[src/rtl/pc_sequencer.sv]
`default_nettype none
// ============================================================================
// Module   : pc_sequencer
// Brief    : Fetch program counter with boot hold-off, stall, misaligned trap
//            and retired-fetch counter. Optional return-address stack under
//            the PC_RAS_EN macro.
// Revision : 1.0 - initial release
// ============================================================================
module pc_sequencer #(
    parameter int              XLEN         = 32,
    parameter logic [XLEN-1:0] RESET_VECTOR = '0,
    parameter logic [XLEN-1:0] TRAP_VECTOR  = 'h100,
    parameter int              ALIGN        = 2,
    parameter int              BOOT_DELAY   = 4,
    parameter int              RAS_DEPTH    = 4
) (
    input  logic            clk,
    input  logic            reset,
    input  logic            stall,
    input  logic            branch_taken,
    input  logic [XLEN-1:0] branch_target,
    input  logic            jump_en,
    input  logic [XLEN-1:0] jump_target,
    input  logic            call_en,
    input  logic            ret_en,
    input  logic            trap_clear,
    output logic [XLEN-1:0] pc_out,
    output logic [XLEN-1:0] pc_next,
    output logic            valid,
    output logic            misalign_trap,
    output logic [XLEN-1:0] trap_pc,
    output logic [31:0]     retire_count
);

    localparam logic [XLEN-1:0] c_INC        = XLEN'(1) << ALIGN;
    localparam logic [XLEN-1:0] c_ALIGN_MASK = c_INC - XLEN'(1);
    localparam int              c_BOOT_W     = (BOOT_DELAY > 1) ? $clog2(BOOT_DELAY) : 1;

    typedef enum logic [1:0] {
        S_BOOT = 2'd0,
        S_RUN  = 2'd1,
        S_TRAP = 2'd2
    } state_t;

    state_t                r_state_q, w_state_d;
    logic [XLEN-1:0]       r_pc_q, w_pc_d;
    logic [XLEN-1:0]       r_trap_pc_q, w_trap_pc_d;
    logic [31:0]           r_retire_q, w_retire_d;
    logic [c_BOOT_W-1:0]   r_boot_cnt_q, w_boot_cnt_d;

    logic [XLEN-1:0]       w_jump_tgt;
    logic [XLEN-1:0]       w_target;
    logic                  w_redirect;
    logic                  w_misaligned;

`ifdef PC_RAS_EN
    localparam int c_PTR_W = (RAS_DEPTH > 1) ? $clog2(RAS_DEPTH) : 1;
    localparam int c_CNT_W = $clog2(RAS_DEPTH + 1);

    logic [XLEN-1:0]    r_ras_q [RAS_DEPTH];
    logic [c_PTR_W-1:0] r_sp_q, w_sp_d, w_sp_pop, w_top_idx;
    logic [c_CNT_W-1:0] r_cnt_q, w_cnt_d, w_cnt_pop;
    logic               w_ras_hit, w_do_op, w_push;

    // r_sp_q points at the next free slot; the newest entry sits just below it
    assign w_top_idx  = (r_sp_q == '0) ? c_PTR_W'(RAS_DEPTH - 1) : r_sp_q - c_PTR_W'(1);
    assign w_ras_hit  = ret_en && (r_cnt_q != '0);
    assign w_jump_tgt = w_ras_hit ? r_ras_q[w_top_idx] : jump_target;
    assign w_do_op    = (r_state_q == S_RUN) && !stall && jump_en;
    assign w_push     = w_do_op && call_en;

    always_comb begin
        w_sp_pop  = r_sp_q;
        w_cnt_pop = r_cnt_q;
        if (w_do_op && w_ras_hit) begin
            w_sp_pop  = w_top_idx;
            w_cnt_pop = r_cnt_q - c_CNT_W'(1);
        end
        w_sp_d  = w_sp_pop;
        w_cnt_d = w_cnt_pop;
        if (w_push) begin
            w_sp_d = (w_sp_pop == c_PTR_W'(RAS_DEPTH - 1)) ? '0 : w_sp_pop + c_PTR_W'(1);
            if (w_cnt_pop != c_CNT_W'(RAS_DEPTH)) begin
                w_cnt_d = w_cnt_pop + c_CNT_W'(1);
            end
        end
    end

    always_ff @(posedge clk or posedge reset) begin
        if (reset) begin
            r_sp_q  <= '0;
            r_cnt_q <= '0;
        end else begin
            r_sp_q  <= w_sp_d;
            r_cnt_q <= w_cnt_d;
        end
    end

    // Entry storage needs no reset; occupancy is tracked by r_cnt_q
    always_ff @(posedge clk) begin
        if (w_push) begin
            r_ras_q[w_sp_pop] <= r_pc_q + c_INC;
        end
    end
`else
    logic w_unused_ras;
    assign w_unused_ras = call_en | ret_en;
    assign w_jump_tgt   = jump_target;
`endif

    assign w_redirect   = jump_en | branch_taken;
    assign w_target     = jump_en ? w_jump_tgt : branch_target;
    assign w_misaligned = (w_target & c_ALIGN_MASK) != '0;

    always_comb begin
        w_state_d    = r_state_q;
        w_pc_d       = r_pc_q;
        w_trap_pc_d  = r_trap_pc_q;
        w_retire_d   = r_retire_q;
        w_boot_cnt_d = r_boot_cnt_q;
        case (r_state_q)
            S_BOOT: begin
                w_boot_cnt_d = r_boot_cnt_q + c_BOOT_W'(1);
                if (BOOT_DELAY == 0 || r_boot_cnt_q == c_BOOT_W'(BOOT_DELAY - 1)) begin
                    w_state_d = S_RUN;
                end
            end
            S_RUN: begin
                if (!stall) begin
                    if (w_redirect && w_misaligned) begin
                        w_pc_d      = TRAP_VECTOR;
                        w_trap_pc_d = w_target;
                        w_state_d   = S_TRAP;
                    end else begin
                        w_pc_d     = w_redirect ? w_target : r_pc_q + c_INC;
                        w_retire_d = r_retire_q + 32'd1;
                    end
                end
            end
            S_TRAP: begin
                if (trap_clear) begin
                    w_state_d = S_RUN;
                end
            end
            default: w_state_d = S_BOOT;
        endcase
    end

    always_ff @(posedge clk or posedge reset) begin
        if (reset) begin
            r_state_q    <= S_BOOT;
            r_pc_q       <= RESET_VECTOR;
            r_trap_pc_q  <= '0;
            r_retire_q   <= '0;
            r_boot_cnt_q <= '0;
        end else begin
            r_state_q    <= w_state_d;
            r_pc_q       <= w_pc_d;
            r_trap_pc_q  <= w_trap_pc_d;
            r_retire_q   <= w_retire_d;
            r_boot_cnt_q <= w_boot_cnt_d;
        end
    end

    assign pc_out        = r_pc_q;
    assign pc_next       = w_pc_d;
    assign valid         = (r_state_q == S_RUN);
    assign misalign_trap = (r_state_q == S_TRAP);
    assign trap_pc       = r_trap_pc_q;
    assign retire_count  = r_retire_q;

endmodule
`default_nettype wire

[config.mk]
export PLATFORM = sky130hd
export DESIGN_NAME = pc_sequencer
export DESIGN_NICKNAME = d
export VERILOG_FILES = /design/src/rtl/pc_sequencer.sv
export SDC_FILE = /design/constraint.sdc
export NUM_CORES = 1
export LEC_CHECK = 0
export ABC_AREA = 1
export CAP_MARGIN = 30
export CORE_MARGIN = 4
export CORE_UTILIZATION = 45
export DETAILED_ROUTE_END_ITERATION = 16
export DONT_BUFFER_PORTS = 1
export GPL_TIMING_DRIVEN = 0
export PLACE_DENSITY_LB_ADDON = 0.05
export SLEW_MARGIN = 10
export SYNTH_ARGS = -nofsm -noshare
export SYNTH_HDL_FRONTEND = slang
export SYNTH_SLANG_ARGS = --single-unit
[constraint.sdc]
create_clock -name clk -period 3.3 [get_ports clk]
set_input_delay 0 -clock clk [delete_from_list [all_inputs] [get_ports clk]]
set_output_delay 0 -clock clk [all_outputs]
set_load 0.005 [all_outputs]
==> results.md <==
* Final hold slack at approximately 20 ps
* Worst R2R Path Depth at 9
* Seq/Total Area, Yosys at 0.400
* Leakage power at 0.00354 µW
* Min-Delay Path Class: in2reg
* Syn Std Cell Area at between 6000 and 7000 µm²
* Die Y-Extent at ~130 µm
* Slew Viols, Final at 0
* Die width at roughly 130 µm
* Rows at 42
* R2R Setup Slk at roughly 1100 ps
* Worst Tran Pin Value at about 600 ps
* NetSw at approximately 2100 µW
* HP Start: jump_target[1]
* Synth area leaders: dfrtp_1 (40%), nand2_1 (29%), nor2_1 (8.2%)
* All-Layer GR Usage at 0.268
* Vias in the first global route at 6271
* I/O Buffers at 0
* Max IR drop VDD at approximately 0.42 mV
* Relative slew slack at 0.600
* Clock power share at 0.237
* CP endpoint kind: primary output
* Critical Path RT at ~3300 ps
* Post-synthesis adder-cell area fraction at 0.00600
* Reg-to-reg critical path startpoint: r_state_q[1]
* Area Overhead vs Synth at 20.0%
* I/O pins at a little over 200
* DR DRC count at 0
* Ys Warns at 0
* Largest family of logic cells by synthesized area: simple AND/OR/NAND/NOR gates
* Post-Synth Simple-Gate Area at 0.452
* Int Pwr at between 2000 and 3000 µW
* Starting density of the core at 0.465
* Worst skew pair latency at between 300 and 400 ps
* First-pass GRT wire length at 33700 µm
* Syn avg cell area at 6.42 µm²
* Crit path to: pc_next[18]
* Antenna violations before repair at 0
* WL/cell at ~17 µm
* Antenna Cells at 0
* Final Critical Period at 2260 ps
* Top cell type's share of synthesized area at 0.400
* Htree depth at 3
* Final ANT Viol Nets at 0
* Tcrit/Tclk final at 0.684
* CTS root buffer: clkbuf_16
* Fmax at 443 MHz
* Drt via density at 5.17
* Fraction of layout instances using a drive strength above 1 at 0.0500
* Synth Area in Compound Gates at 0.0436
* Final Skew at 12.0 ps
* Power per cell area at 651 nW/µm²
* Gpl congestion at ~0.9
* Dpl hpwl at 16300 µm
* CTS max path bufs at 2
* Largest net degree at the start of global routing at approximately 80
* Switching fraction of total power at 0.427
* Worst-path clk slew at 80 ps
* Nets at 1129
* Die area at between 15000 and 20000 µm²
* First-pass DRT Iterations at 6
* Post-Synth XOR/XNOR Area at 0.0280
* Flop and latch count out of synthesis at 100
* Final hold viol count at 0
* Drt initial violations at 401
* Core Area at ~13000 µm²
* Crit path from: pc_out[2]
* CP Launch Type: flop
* Drt total wl at between 20000 and 25000 µm
* Final setup vio count at 0
* Mux share of post-synthesis cell area at 0.00180
* Syn Inst Count at ~1000
* Syn Nets at approximately 1100
* Synth unique cells at 34
* RSZ-0062 raised after global routing: false
* Status: finished, final reports clean
* Arr. time, crit path at 2260 ps
* Vias at ~6400
* Setup Crit Path Kind: reg2out
* GR Overflow Total at 0
* Num CTS Buffers at 9
* R2r endpoint: trap_pc[17]
* Setup TNS Final at 0 ps
* TritonCTS clock tree: yes
* Max Cap Viol at 0
* Clock Sinks at 100
* Combinational share of power at 0.277
* Post-CTS Setup Inserts at 0
* Share of power burned in registers at 0.486
* Dominant cell type by area after synthesis: dfrtp_1
* CP Max Fanout at 6
==> flip-flops by register name (all words and copies together), names as in the netlist <==
| name | flops |
|---|---|
| pc_out | 32 |
| retire_count | 32 |
| trap_pc | 32 |
| r_boot_cnt_q | 2 |
| r_state_q | 2 |
==> worst min path at each step <==
stage / to / depth (start not counted)
2_1_floorplan: r_state_q[0] / 2
3_3_place_gp: r_state_q[0] / 2
3_5_place_dp: r_boot_cnt_q[0] / 1
4_1_cts: trap_pc[1] / 5
5_1_grt: r_boot_cnt_q[1] / 2
6_report: trap_pc[1] / 5
==> cell usage after synthesis <==
| master | instances |
|---|---|
| clkbuf_1 | 11 |
| nor2_1 | 136 |
| o21ai_2 | 1 |
| xnor2_1 | 6 |
| nand3b_1 | 12 |
| nor2_4 | 3 |
| nand2_4 | 2 |
| buf_6 | 5 |
| inv_2 | 3 |
| buf_2 | 12 |
| nor3_1 | 2 |
| o21a_1 | 2 |
| a21oi_1 | 7 |
| o31ai_1 | 1 |
| nand4_1 | 2 |
| xor2_1 | 14 |
| nor2_8 | 1 |
| o211ai_1 | 1 |
| ha_1 | 3 |
| nand2_1 | 478 |
| buf_1 | 1 |
| nor2_2 | 3 |
| dfrtp_1 | 100 |
| mux2_2 | 1 |
| or2_2 | 1 |
| a21boi_0 | 1 |
| inv_4 | 1 |
| o22ai_1 | 1 |
| inv_1 | 64 |
| o21ai_0 | 23 |
| nand2_2 | 1 |
| buf_4 | 1 |
| nand3_1 | 61 |
| o21ai_1 | 14 |
==> layout by cell type, fill, tap and decap left out, types with 2 or more instances in the layout <==
cell             n
buf_6            5
ha_1             3
inv_1           63
nor3_1           2
clkbuf_1        11
a21oi_1          7
xnor2_1          6
inv_8            2
nor2_2           3
xor2_1          14
inv_2            3
buf_2           12
dfrtp_1        100
nand4_1          2
nor2_1         136
o21ai_1         14
inv_6            2
nand2_1        478
nand3_1         61
dlygate4sd3_1   67
o21a_1           2
nand3b_1        12
o21ai_0         23
clkbuf_16        9
nand2_4          2
clkinv_8         2
nor2_4           3
==> cell type report <==
| type | count | area, µm² |
|---|---|---|
| Fill cell | 1381 | 5950 |
| Multi-Input combinational cell | 777 | 3330 |
| Sequential cell | 100 | 2500 |
| Timing Repair Buffer | 68 | 698 |
| Inverter | 68 | 263 |
| Clock buffer | 9 | 225 |
| Tap cell | 176 | 220 |
| Buffer | 30 | 169 |
| Clock inverter | 7 | 103 |
==> power by group through the flow <==
stage          registers [µW]  logic (µW)  clock network [µW]
2_1_floorplan            2130         988                   0
3_3_place_gp             2390        1240                   0
3_5_place_dp             2400        1270                   0
4_1_cts                  2380        1370                1170
5_1_grt                  2450        1570                1220
6_report                 2380        1360                1160
==> worst max-delay path, stage by stage (launching register included) <==
cell and delay [ps]:
dfrtp_1 530, ha_1 300, inv_1 90, nor2_2 270, nand2_1 200, nor2_1 160
nand3_1 80, nand3_1 70, nand3_1 80, nand2_1 120
==> stage by stage <==
stage / worst slack [ps] / power (µW) / area (µm²) / std cells / util
6_report: 1040 / 4890 / 7510 / 1235 / 0.558
5_1_grt: 857 / 5240 / 7510 / 1235 / 0.558
4_1_cts: 1050 / 4910 / 7510 / 1235 / 0.558
3_5_place_dp: 1330 / 3670 / 6510 / 1152 / 0.484
3_3_place_gp: -473 / 3640 / 6480 / 1151 / 0.481
2_1_floorplan: 681 / 3120 / 6260 / 975 / -
==> layer usage <==
metal / track usage / share of wire / vias up
met2: 0.468 / 0.49 / 215
li1: - / - / 3179
met1: 0.315 / 0.40 / 2946
met3: 0.0690 / 0.068 / 45
met5: 0 / 0 / -
met4: 0.107 / 0.037 / 0
==> what timing repair did <==
item | 4_1_cts | 5_1_grt
hold endpoints to repair | 134 | 0
resized for setup | 0 | 0
hold buffers | 67 | 0
==> cells by family (layout without fill, tap and decap cells) <==
| kind of cell | count (synthesis) | in the layout |
|---|---|---|
| and+or+nand+nor | 702 | 702 |
| DFF | 100 | 100 |
| buffers and inverters | 98 | 182 |
| AOI/OAI and AO/OA | 51 | 51 |
| xor gates and xnor gates | 20 | 20 |
| adders and majority gates | 3 | 3 |
| muxes | 1 | 1 |
Power figures use the tool's default switching activity.
